**config.mk**
```make
export PLATFORM = sky130hd
export DESIGN_NAME = dp_vec_ser16
export DESIGN_NICKNAME = d
export VERILOG_FILES = /design/src/rtl/dp_vu_pkg.sv /design/src/rtl/dp_lane_mux8.sv /design/src/rtl/dp_vec_ser16.sv
export SDC_FILE = /design/constraint.sdc
export NUM_CORES = 1
export LEC_CHECK = 0
export ABC_AREA = 1
export CAP_MARGIN = 20
export CORE_ASPECT_RATIO = 1.4
export CORE_MARGIN = 10
export CORE_UTILIZATION = 43
export CTS_BUF_LIST = sky130_fd_sc_hd__clkbuf_8 sky130_fd_sc_hd__clkbuf_16
export DETAILED_ROUTE_END_ITERATION = 10
export PLACE_DENSITY = 0.69
export SYNTH_ARGS = -nofsm -noshare
export SYNTH_HDL_FRONTEND = slang
export SYNTH_SLANG_ARGS = --single-unit
export TNS_END_PERCENT = 10
```
**constraint.sdc**
```tcl
create_clock -name clk -period 1.98 [get_ports clk]
set_input_delay 0.198 -clock clk [delete_from_list [all_inputs] [get_ports clk]]
set_output_delay 0.198 -clock clk [all_outputs]
set_load 0.02 [all_outputs]
```
**src/rtl/dp_vu_pkg.sv**
```systemverilog
// Shared VU datapath definitions: vector geometry, serializer state encoding
// and small helpers for lane slicing and element-count normalisation.
package dp_vu_pkg;

  localparam int VU_LANES  = 8;
  localparam int VU_ELEM_W = 16;
  localparam int VU_VEC_W  = 128;

  typedef enum logic {
    SER_IDLE = 1'b0,
    SER_SEND = 1'b1
  } ser_state_e;

  // Lane 0 sits in the most significant 16 bits; lane i = [127-16i -: 16].
  function automatic logic [VU_ELEM_W-1:0] lane_slice(
    input logic [VU_VEC_W-1:0] vec,
    input logic [2:0]          idx
  );
    return vec[(VU_VEC_W - 1) - VU_ELEM_W * int'(idx) -: VU_ELEM_W];
  endfunction

  // A count of 0 means a full vector; anything above the lane count is clamped
  // so a single load can never emit the same lane twice.
  function automatic logic [3:0] eff_count(input logic [3:0] cnt);
    if (cnt == 4'd0 || cnt > 4'(VU_LANES)) return 4'(VU_LANES);
    return cnt;
  endfunction

endpackage

```
**src/rtl/dp_lane_mux8.sv**
```systemverilog
// Combinational 8:1 selector of 16-bit lanes from a 128-bit vector.
module dp_lane_mux8
  import dp_vu_pkg::*;
(
  input  logic [VU_VEC_W-1:0]  vec_i,
  input  logic [2:0]           sel_i,
  output logic [VU_ELEM_W-1:0] lane_o
);

  assign lane_o = lane_slice(vec_i, sel_i);

endmodule

```
**src/rtl/dp_vec_ser16.sv**
```systemverilog
// Vector-to-element serializer: takes one 128-bit vector per load handshake
// and streams the selected 16-bit lanes, one per cycle, starting at a
// programmable lane and wrapping past lane 7.
//
// Timing note: load_ready depends combinationally on out_ready so a new load
// can be taken on the same cycle the last element of the previous one leaves.
// Upstream logic driving load_valid/load_data sees out_ready -> load_ready in
// the same cycle; constrain that path accordingly. All other outputs are
// functions of registered state only.
module dp_vec_ser16
  import dp_vu_pkg::*;
#(
  parameter int LANES  = 8,
  parameter int ELEM_W = 16
) (
  input  logic                      clk,
  input  logic                      reset,
  input  logic                      load_valid,
  output logic                      load_ready,
  input  logic [LANES*ELEM_W-1:0]   load_data,
  input  logic [2:0]                load_start,
  input  logic [3:0]                load_count,
  output logic                      out_valid,
  input  logic                      out_ready,
  output logic [ELEM_W-1:0]         out_data,
  output logic [2:0]                out_elem,
  output logic                      out_last,
  output logic                      busy
);

  ser_state_e           state_q, state_d;
  logic [VU_VEC_W-1:0]  data_q,  data_d;
  logic [2:0]           ptr_q,   ptr_d;
  logic [3:0]           rem_q,   rem_d;

  logic [VU_ELEM_W-1:0] lane_sel;
  logic                 out_fire;
  logic                 load_fire;

  dp_lane_mux8 u_lane_mux (
    .vec_i  (data_q),
    .sel_i  (ptr_q),
    .lane_o (lane_sel)
  );

  // Output decode from registered state; handshake qualifiers.
  always_comb begin
    out_valid  = (state_q == SER_SEND);
    out_last   = out_valid && (rem_q == 4'd1);
    out_data   = out_valid ? lane_sel : '0;
    out_elem   = ptr_q;
    busy       = out_valid;
    out_fire   = out_valid && out_ready;
    load_ready = !out_valid || (out_fire && out_last);
    load_fire  = load_valid && load_ready;
  end

  // Next-state: a load wins over the final transfer so back-to-back loads
  // keep the serializer in SEND without a bubble.
  always_comb begin
    // NOTE: every target gets a default first so no path leaves it unassigned,
    // which would otherwise infer a latch.
    state_d = state_q;
    data_d  = data_q;
    ptr_d   = ptr_q;
    rem_d   = rem_q;
    if (load_fire) begin
      state_d = SER_SEND;
      data_d  = load_data;
      ptr_d   = load_start;
      rem_d   = eff_count(load_count);
    end else if (out_fire) begin
      ptr_d = ptr_q + 3'd1;
      rem_d = rem_q - 4'd1;
      if (out_last) state_d = SER_IDLE;
    end
  end

  // State registers with synchronous reset taking priority over handshakes.
  always_ff @(posedge clk) begin
    if (reset) begin
      // NOTE: the holding register is cleared too, so out_data reads zero
      // after reset and no stale vector survives into the next load.
      state_q <= SER_IDLE;
      data_q  <= '0;
      ptr_q   <= '0;
      rem_q   <= '0;
    end else begin
      // NOTE: non-blocking assignments so all registers update from the same
      // pre-edge values regardless of statement order.
      state_q <= state_d;
      data_q  <= data_d;
      ptr_q   <= ptr_d;
      rem_q   <= rem_d;
    end
  end

endmodule

```
# Word-level counts from Yosys, hierarchy flattened
# Cells that the tools add are included.
# classes
n_eq_ne	1
multipliers	0
n_lt_le_gt_ge	1
mux	12
shift	1
n_bitwise	0
div	0
n_reduce_logical	11
addsub	3
# ops
cell	n
143-bit by 32-bit variable part select with 16-bit output	1
16-bit 2-to-1 mux	1
4-bit 2-to-1 mux	4
7-bit by 7-bit subtractor with 8-bit output, first input constant	1
3-bit 2-to-1 mux	2
1-bit 2-to-1 mux	5
4-bit by 1-bit == test with 1-bit output, second input constant	1
4-bit > comparator, second input constant	1
1-bit logical AND	4
4-bit zero test	1
2-bit nonzero test	2
4-bit by 1-bit subtractor with 4-bit output, second input constant	1
3-bit by 1-bit adder with 3-bit output, second input constant	1
1-bit logical OR	2
2-bit AND reduction	1
1-bit zero test	1
# totals
rom_bits	0
mem_count	0
ramBits	0
inputBits	139
latchBits	0
out_inout_bits	23
reg_bits	136

# Logic depth before layout (Yosys ltp)
# Gate-level depths: netlist of run 1.
# depth
word_depth	8
mapped_depth	13
ltp_nobuf	12

# Hierarchy
# A second synthesis of run 1 with hierarchy kept.
# unflattened
hier_cells	1097
area_unflattened_um2	6962.9
# by_module_without_submodules
mod	area_each_um2	n_inst	cells_each	seq_area_each_um2
dp_vec_ser16	5201.2	1	671	2722.6
dp_lane_mux8	1761.7	1	426	0.0

# Least setup slack after synthesis of run 1
# OpenSTA, ideal clock, no wires.
# synth_timing
path_type	reg-to-output
start	reg ptr_q[1] (netlist: out_elem[1])
end	out out_data[0]
arrival_time_ps	1550
required_time_ps	1782
path_slack_ps	232
stages_incl_launch_ff	7
cell_sequence	dfxtp_1 > buf_2 > buf_1 > o21ai_0 > o21ai_0 > o21ai_0 > nor2_1
# synth_between
elab_chain_len	3
# synth_lines
item	line	text
start: declaration	dp_vec_ser16.sv:33	logic [2:0] ptr_q, ptr_d;
start signal: assignment	dp_vec_ser16.sv:93	ptr_q <= ptr_d;
7-bit by 7-bit subtractor with 8-bit output	dp_vu_pkg.sv:19	return vec[(VU_VEC_W - 1) - VU_ELEM_W * int'(idx) -: VU_ELEM_W];
143-bit by 32-bit variable part select with 16-bit output	dp_vu_pkg.sv:19	
16-bit 2-to-1 mux	dp_vec_ser16.sv:50	out_data = out_valid ? lane_sel : '0;
end: declaration	dp_vec_ser16.sv:25	output logic [ELEM_W-1:0] out_data,
# Every way passes these cells.

# Worst setup path after layout of run 1
# layout_timing
start	reg ptr_q[0] (netlist: out_elem[0])
end	out out_data[1]
# Same word-level chain as after synthesis.

==> results.sh, run 1 <==
export IMPL_dp_hpwl_um=15100
export IMPL_synth_area_leaders="dfxtp_1, nor2_1, o21ai_0"
export IMPL_antenna_found_initial=1
export IMPL_cp_max_fo=29
export IMPL_wl_per_cell_um=16.4
export IMPL_wirelength_um=20400
export IMPL_nets=1186
export IMPL_rows=51
export IMPL_synth_cells=898
export IMPL_syn_nets=1040
export IMPL_switching_share=0.266
export IMPL_syn_cell_area_um2=6080
export IMPL_end_kind="output pin"
export IMPL_finClkSkew_ps=7.48
export IMPL_final_cells=1242
export IMPL_maxSlewHeadroom=0.668
export IMPL_place_inst=1210
export IMPL_cts_hold_buf=0
export IMPL_cts_buffer_depth=2
export IMPL_violations="negative setup slack"
export IMPL_leakagePower_uw=0.00354
export IMPL_netlist_area_leader_share=0.448
export IMPL_endpoint="out_data[1]"
export IMPL_grt_pass1_vias=6340
export IMPL_via_count=6350
export IMPL_grt_max_degree=83
export IMPL_grt_use_total=0.209
export IMPL_worstMarginPinSlew_ps=498
export IMPL_r2r_end="data_q[114]"
export IMPL_hold_viol=0
export IMPL_syn_area_per_cell_um2=6.77
export IMPL_yosys_warnings=0
export IMPL_finalWorstSetupSlack_ps=-147
export IMPL_finalCritPeriodShare=1.07
export IMPL_r2r_slack_ps=200
export IMPL_finalSetupViolations=14
export IMPL_crit_required_ps=1780
export IMPL_cts_buffers=17
export IMPL_status="finished, violations left"
export IMPL_worstRegToRegCells=10
export IMPL_coreArea_um2=13900
export IMPL_grt_pass1_wl_um=32300
export IMPL_place_gp_congestion=0.886
export IMPL_cts_sinks=136
export IMPL_yosysSeqAreaShare=0.448
export IMPL_area_growth_syn_to_layout_pct=41.4
export IMPL_cts_tree="built"
export IMPL_r2r_start="rem_q[1]"
export IMPL_synth_seq_cells=136
export IMPL_ant_nets=0
export IMPL_max_cap_violations=0
export IMPL_slew_violations=0
export IMPL_final_cell_mix="nor2_1, o21ai_0, clkdlybuf4s50_1"
export IMPL_ios=162
export IMPL_seq_power_share=0.380
export IMPL_via_per_inst=5.11
export IMPL_p_int_uw=6010
export IMPL_initial_core_util=0.437
export IMPL_dr_first_iter_drc_count=519
export IMPL_p_switching_uw=2180
export IMPL_ir_drop_mv=0.492
export IMPL_fill_cells=1309
export IMPL_pwr_share_clk=0.421
export IMPL_multi_input_area_um2=2960
export IMPL_hold_worst_slack_ps=402
export IMPL_htreeDepth=4
export IMPL_finalPower_uw=8190
export IMPL_final_common_cell="nor2_1"
export IMPL_yosys_area_top_type="dfxtp_1"
export IMPL_numPortBuffers=161
export IMPL_worstPathArrival_ps=1930
export IMPL_clock_fmax_ghz=0.470
export IMPL_die_w_um=121
export IMPL_drc=0
export IMPL_path_class="register to output pin"
export IMPL_regArea_um2=2730
export IMPL_critPathLaunchType="register"
export IMPL_rsz0062_at_grt="true"
export IMPL_drive_above_1_share=0.0890
export IMPL_cts_clk_slew_worst_paths_ps=60
export IMPL_clk_latency_ps=420
export IMPL_clockRootBuffer="clkbuf_16"
export IMPL_min_path_type="input port to register"
export IMPL_die_y_um=161
export IMPL_fin_crit_ps=2130
export IMPL_first_pass_iters=5
export IMPL_grt_ovfl_total=0
export IMPL_cp_startpoint="out_elem[0]"
export IMPL_combinationalPowerShare=0.199
export IMPL_powerDensity_nw_per_um2=953
export IMPL_die_area_um2=19400
export IMPL_synth_cell_types=24
[sequential cells by signal, summed over array words and instances, names as in the netlist]
register / count
busy: 1
rem_q: 4
out_elem: 3
data_q: 128
[timing repair]
item,CTS,global route
setup buffers,0,0
endpoints found under the setup margin,18,17
pin swaps,2,6
resized for setup,53,43
[cell usage after synthesis]
library cell and instances:
xnor2_1 1, nand3_1 7, nand2_4 2, a21oi_1 2, buf_6 10, xor2_1 1, inv_2 1, inv_4 1
a31oi_1 2, nor2_1 394, dfxtp_1 136, or2_2 1, nor3_1 1, buf_4 1, nor2_2 1, inv_1 10
o21ai_0 223, nand3_2 1, o21ai_1 27, clkbuf_1 37, buf_2 20, buf_1 2, ha_1 3, nand2_1 14
[final cells by class]
type / count / area share
timing repair buffer: 197 / 0.231
tap: 185 / 0.0269
clock buffer: 23 / 0.0591
inverter: 12 / 0.00553
multi-input combinational: 680 / 0.344
clock inverter: 8 / 0.0164
antenna: 1 / 0.000291
sequential: 136 / 0.317
[layer usage]
metal	vias to the layer above	routed length (µm)	global-route usage
met5	-	0	0
li1	3200	-	-
met1	2903	8140	0.229
met2	202	10500	0.365
met3	45	1090	0.0509
met4	0	714	0.0996
[cells by family (layout without fill, tap and decap cells)]
| logic type | count (synthesis) | after routing | synth area share |
|---|---|---|---|
| AND/OR/NAND/NOR | 421 | 421 | 0.266 |
| other | 0 | 1 | 0 |
| adder cells (fa/ha/maj) | 3 | 3 | 0.00617 |
| AO/OA/AOI/OAI | 254 | 254 | 0.209 |
| XOR/XNOR | 2 | 2 | 0.00288 |
| flip-flops | 136 | 136 | 0.448 |
| buffers and inverters | 82 | 240 | 0.0681 |
[critical path, cell delays in order (launching register included)]
cell and delay, ps:
dfxtp_4 370, inv_2 100, buf_12 180, buf_4 140, nor2_1 30, o21ai_0 160, nor2_1 60, nor2_1 190
clkdlybuf4s15_2 290
[power groups by stage]
stage,combinational [µW],sequential (µW),clock [µW]
3_3_place_gp,1600,3160,0
3_5_place_dp,1620,3170,0
5_1_grt,1820,3140,3590
6_report,1630,3120,3450
4_1_cts,1620,3110,3470
2_1_floorplan,903,3120,0
[worst min-delay path by stage]
stage	start	endpoint	slack [ps]	depth (start not counted)
after CTS	reset	rem_q[3]	390	2
after floorplan	reset	busy	270	1
final	load_data[100]	data_q[100]	400	3
after global routing	load_data[19]	data_q[19]	400	3
after detailed placement	data_q[105]	data_q[105]	470	2
after global placement	data_q[99]	data_q[99]	460	2
[stage by stage]
stage | TNS, ps | setup WS (ps) | cell area (µm²) | utilization
after floorplan | 0 | 232 | 6080 | -
after global placement | -1060 | -131 | 7960 | 0.572
after detailed placement | -1110 | -137 | 7960 | 0.572
after CTS | -2510 | -174 | 8610 | 0.619
after global routing | -2390 | -240 | 8600 | 0.618
final | -849 | -147 | 8600 | 0.618
No activity file was read; power rests on OpenSTA's default activity.
==> inputs of run 2 (changes only) <==
Settings changed: CORE_MARGIN 10 to not set, SETUP_SLACK_MARGIN set to 0.02.
==> results.sh, run 2 (same netlist as run 1, synthesis figures left out) <==
export IMPL_status="finished, violations left"
export IMPL_violations="negative setup slack"
export IMPL_finalWorstSetupSlack_ps=-78.9
export IMPL_htreeDepth=4
export IMPL_ios=162
export IMPL_place_inst=1210
export IMPL_place_area_um2=7970
export IMPL_min_path_type="input port to register"
export IMPL_r2r_slack_ps=180
export IMPL_cts_buffer_depth=2
export IMPL_place_gp_congestion=0.833
export IMPL_drc=0
export IMPL_worstPathArrival_ps=1860
export IMPL_clockRootBuffer="clkbuf_16"
export IMPL_rsz0062_at_grt="true"
export IMPL_fin_crit_ps=2060
export IMPL_via_per_inst=5.00
export IMPL_coreArea_um2=13800
export IMPL_grt_use_total=0.263
export IMPL_grt_pass1_vias=5859
export IMPL_leakagePower_uw=0.00357
export IMPL_final_cell_mix="nor2_1, o21ai_0, clkdlybuf4s50_1"
export IMPL_wirelength_um=18900
export IMPL_antenna_found_initial=1
export IMPL_post_place_ws_ps=-91.3
export IMPL_max_cap_violations=0
export IMPL_die_y_um=143
export IMPL_regMostFlops="data_q"
export IMPL_grt_pass1_wl_um=28700
export IMPL_cts_buffers=17
export IMPL_cp_startpoint="out_elem[0]"
export IMPL_critPathLaunchType="register"
export IMPL_cp_max_fo=7
export IMPL_maxSlewHeadroom=0.711
export IMPL_clock_fmax_ghz=0.486
export IMPL_ant_nets=0
export IMPL_hold_viol=0
export IMPL_cts_tree="built"
export IMPL_final_cells=1249
export IMPL_slowest_stage="dfxtp_4"
export IMPL_nets=1192
export IMPL_cts_clk_slew_worst_paths_ps=60
export IMPL_largest_reg_flops=128
export IMPL_via_count=6249
export IMPL_ir_drop_mv=0.479
export IMPL_endpoint="out_data[12]"
export IMPL_die_w_um=103
export IMPL_r2r_end="data_q[105]"
export IMPL_die_area_um2=14600
export IMPL_grt_max_degree=68
export IMPL_grt_ovfl_total=0
export IMPL_fin_area_um2=8730
export IMPL_drive_above_1_share=0.108
export IMPL_initial_core_util=0.439
export IMPL_worstRegToRegCells=9
export IMPL_finalSetupViolations=10
export IMPL_fill_cells=1275
export IMPL_cts_sinks=136
export IMPL_area_growth_syn_to_layout_pct=43.5
export IMPL_finClkSkew_ps=6.33
export IMPL_crit_required_ps=1780
export IMPL_finalCritPeriodShare=1.04
export IMPL_clk_latency_ps=420
export IMPL_powerDensity_nw_per_um2=921
export IMPL_wl_per_cell_um=15.2
export IMPL_final_common_cell="nor2_1"
export IMPL_path_class="register to output pin"
export IMPL_r2r_start="rem_q[0]"
export IMPL_crit_path_max_incr_delay_ps=370
export IMPL_rows=51
export IMPL_slew_violations=0
export IMPL_fin_util=0.630
export IMPL_dr_first_iter_drc_count=332
export IMPL_numPortBuffers=161
export IMPL_crit_top_cell="nor2_1"
export IMPL_hold_worst_slack_ps=395
export IMPL_first_pass_iters=5
export IMPL_end_kind="output pin"
export IMPL_worstMarginPinSlew_ps=434
export IMPL_dp_hpwl_um=13600
export IMPL_path_cells="buf_12 -> clkbuf_16 -> nor2_1 -> nor2_1 -> o21ai_1 -> o21ai_1 -> nor2_1 -> nor2_2 -> buf_4"
[run 2: cell types whose count changed in the layout (fill, tap and decap cells not counted), sizes merged]
cell	before	now
dlymetal6s2s	1	0
clkinvlp	1	4
bufinv	4	3
clkinv	2	5
clkbuf	26	20
buf	45	55
inv	13	15
clkdlybuf4s15	3	0
[run 2: timing repair]
action / CTS / global route
hold endpoints to repair: 0 / 0
hold buffers: 0 / 0
pin swaps: 2 / 18
gates resized for setup: 87 / 61
gates cloned: 0 / 4
setup endpoints to repair: 18 / 17
setup buffers: 0 / 2
[run 2: per-layer routing]
| layer | vias to the layer above | track usage | share of wire |
|---|---|---|---|
| met2 | 192 | 0.458 | 0.51 |
| met5 | - | 0 | 0 |
| met3 | 47 | 0.0489 | 0.047 |
| met1 | 2802 | 0.297 | 0.40 |
| met4 | 0 | 0.146 | 0.046 |
| li1 | 3208 | - | - |
[run 2: cell type report]
cell class                 count  area (µm²)  share of cell area
timing repair buffer         203        2110               0.242
inverter                      12        50.0             0.00573
clock buffer                  17         425              0.0487
tap                          185         231              0.0265
sequential                   136        2730               0.313
multi-input combinational    680        3000               0.343
antenna                        1        2.50            0.000287
clock inverter                15         178              0.0204
[run 2: worst min path at each step]
stage | startpoint | end | cells past startpoint
global placement | data_q[87] | data_q[87] | 2
CTS | load_data[35] | data_q[35] | 3
global route | load_data[123] | data_q[123] | 3
finish | load_data[99] | data_q[99] | 3
floorplan | reset | busy | 1
detailed placement | data_q[93] | data_q[93] | 2
[run 2: critical path, delay by kind of cell, from the launching register on]
| kind | cells | cell delay, ps |
|---|---|---|
| DFF | 1 | 370 |
| AOI/OAI and AO/OA | 2 | 250 |
| and+or+nand+nor | 4 | 380 |
| buffers and inverters | 3 | 450 |
[run 2: per-stage QoR]
step / setup TNS, ps / power [µW]
2_1_floorplan: 0 / 4020
3_3_place_gp: -452 / 4760
3_5_place_dp: -456 / 4770
4_1_cts: -589 / 7960
5_1_grt: -1850 / 8400
6_report: -294 / 8040
[run 2: where the power goes]
| group | internal [µW] | leakage [µW] | switching, µW |
|---|---|---|---|
| registers | 2970 | 0.00113 | 153 |
| clock network | 1980 | 0.000287 | 1220 |
| logic | 812 | 0.00215 | 902 |
==> inputs of run 3 (changes only) <==
Settings changed: CELL_PAD_IN_SITES_DETAIL_PLACEMENT set to 1, CELL_PAD_IN_SITES_GLOBAL_PLACEMENT set to 2, CORE_UTILIZATION 43 to 26, GPL_TIMING_DRIVEN set to 0, PLACE_DENSITY 0.69 to 0.77.
==> results.sh, run 3 (same netlist as run 1, synthesis figures left out) <==
export IMPL_status="finished, violations left"
export IMPL_violations="negative setup slack"
export IMPL_slowest_stage="dfxtp_4"
export IMPL_setup_tns_ps=-1250
export IMPL_dp_hpwl_um=19400
export IMPL_cts_tree="built"
export IMPL_combinationalPowerShare=0.226
export IMPL_cp_max_fo=10
export IMPL_clk_latency_ps=420
export IMPL_fin_area_um2=9040
export IMPL_coreArea_um2=22800
export IMPL_rows=65
export IMPL_cts_clk_slew_worst_paths_ps=60
export IMPL_r2r_slack_ps=160
export IMPL_clockRootBuffer="clkbuf_16"
export IMPL_die_w_um=131
export IMPL_cts_hold_buf=0
export IMPL_ios=162
export IMPL_numPortBuffers=161
export IMPL_min_path_type="input port to register"
export IMPL_path_class="register to output pin"
export IMPL_area_growth_syn_to_layout_pct=48.6
export IMPL_finClkSkew_ps=8.85
export IMPL_fin_util=0.397
export IMPL_end_kind="output pin"
export IMPL_leakagePower_uw=0.00362
export IMPL_cts_buffers=17
export IMPL_finalPower_uw=8160
export IMPL_ir_drop_mv=0.636
export IMPL_hold_viol=0
export IMPL_place_area_um2=8070
export IMPL_finalSetupViolations=16
export IMPL_via_count=6311
export IMPL_final_cell_mix="nor2_1, o21ai_0, clkdlybuf4s50_1"
export IMPL_fin_crit_ps=2120
export IMPL_largest_reg_flops=128
export IMPL_nets=1224
export IMPL_drc=0
export IMPL_grt_use_total=0.208
export IMPL_critPathLaunchType="register"
export IMPL_grt_max_degree=17
export IMPL_p_int_uw=5650
export IMPL_maxSlewHeadroom=0.686
export IMPL_p_switching_uw=2510
export IMPL_powerDensity_nw_per_um2=903
export IMPL_place_gp_congestion=0.863
export IMPL_first_pass_iters=4
export IMPL_switching_share=0.308
export IMPL_antenna_found_initial=0
export IMPL_regMostFlops="data_q"
export IMPL_final_common_cell="nor2_1"
export IMPL_pwr_share_clk=0.388
export IMPL_max_cap_violations=0
export IMPL_slew_violations=0
export IMPL_crit_path_max_incr_delay_ps=370
export IMPL_antenna_cells=0
export IMPL_crit_required_ps=1780
export IMPL_path_cells="buf_12 -> buf_8 -> nor2_1 -> nor2_1 -> o21ai_1 -> o21ai_1 -> o21ai_1 -> nor2_1 -> buf_4"
export IMPL_grt_pass1_vias=6750
export IMPL_grt_pass1_wl_um=37500
export IMPL_finalCritPeriodShare=1.07
export IMPL_htreeDepth=4
export IMPL_finalWorstSetupSlack_ps=-141
export IMPL_worstMarginPinSlew_ps=470
export IMPL_die_y_um=183
export IMPL_dr_first_iter_drc_count=279
export IMPL_rsz0062_at_grt="true"
export IMPL_cts_sinks=136
export IMPL_wl_per_cell_um=17.5
export IMPL_wirelength_um=24400
export IMPL_cts_buffer_depth=2
export IMPL_die_area_um2=24000
export IMPL_post_place_ws_ps=-722
export IMPL_drive_above_1_share=0.139
export IMPL_ant_nets=0
export IMPL_initial_core_util=0.267
export IMPL_clock_fmax_ghz=0.472
export IMPL_via_per_inst=4.52
export IMPL_seq_power_share=0.386
export IMPL_grt_ovfl_total=0
export IMPL_worstPathArrival_ps=1920
-- run 3: changes by cell type in the layout (fill, tap and decap cells not counted), moves of 10 or more --
cell / before / now
buf_6: 6 / 21
buf_4: 31 / 12
o21ai_1: 60 / 78
nor2_2: 12 / 25
o21ai_0: 186 / 156
buf_2: 4 / 14
nor2_1: 382 / 369
clkbuf_1: 0 / 20
-- run 3: power groups by stage --
stage,registers (µW),clock network [µW],logic [µW]
3_3_place_gp,3190,0,1620
6_report,3150,3170,1850
4_1_cts,3150,3210,1760
5_1_grt,3170,3350,2050
3_5_place_dp,3200,0,1640
2_1_floorplan,3120,0,903
-- run 3: cell type report --
cell class / count / area, µm²
inverters: 12 / 47.5
clock inverters: 12 / 116
well taps: 301 / 377
flip-flops and latches: 136 / 2730
multi-input cells: 680 / 3100
repair buffers: 165 / 1670
fillers: 2891 / 13700
clock buffers: 20 / 467
plain buffers: 70 / 531
-- run 3: per-layer routing --
metal  global-route usage  share of wire  vias up
met3               0.0321          0.030       16
met4               0.0507          0.012        0
met1                0.227           0.40     2890
met2                0.415           0.55      118
li1                     -              -     3287
met5                    0              0        -
-- run 3: what timing repair did --
| action | CTS | global route |
|---|---|---|
| pin swaps | 21 | 29 |
| gates resized for setup | 173 | 105 |
| cloned | 1 | 0 |
| setup endpoints to repair | 18 | 96 |
| buffers inserted | 2 | 1 |
-- run 3: worst max-delay path, delay by kind of cell, from the launching register on --
family	cells	cell delay, ps
AOI/OAI and AO/OA	3	440
DFF	1	370
and+or+nand+nor	3	240
buffers and inverters	3	460
-- run 3: final timing paths --
path,cells after the start,endpoint,startpoint
worst max-delay path,9,out_data[13],out_elem[0]
worst min-delay path,3,data_q[34],load_data[34]
worst max register to register,12,data_q[73],rem_q[1]
worst min register to register,2,data_q[86],data_q[86]
-- run 3: through the flow --
step	hold WS [ps]	instances
final	397	1396
after global routing	404	1396
after CTS	391	1395
after detailed placement	469	1360
after global placement	458	1360
after floorplan	267	898
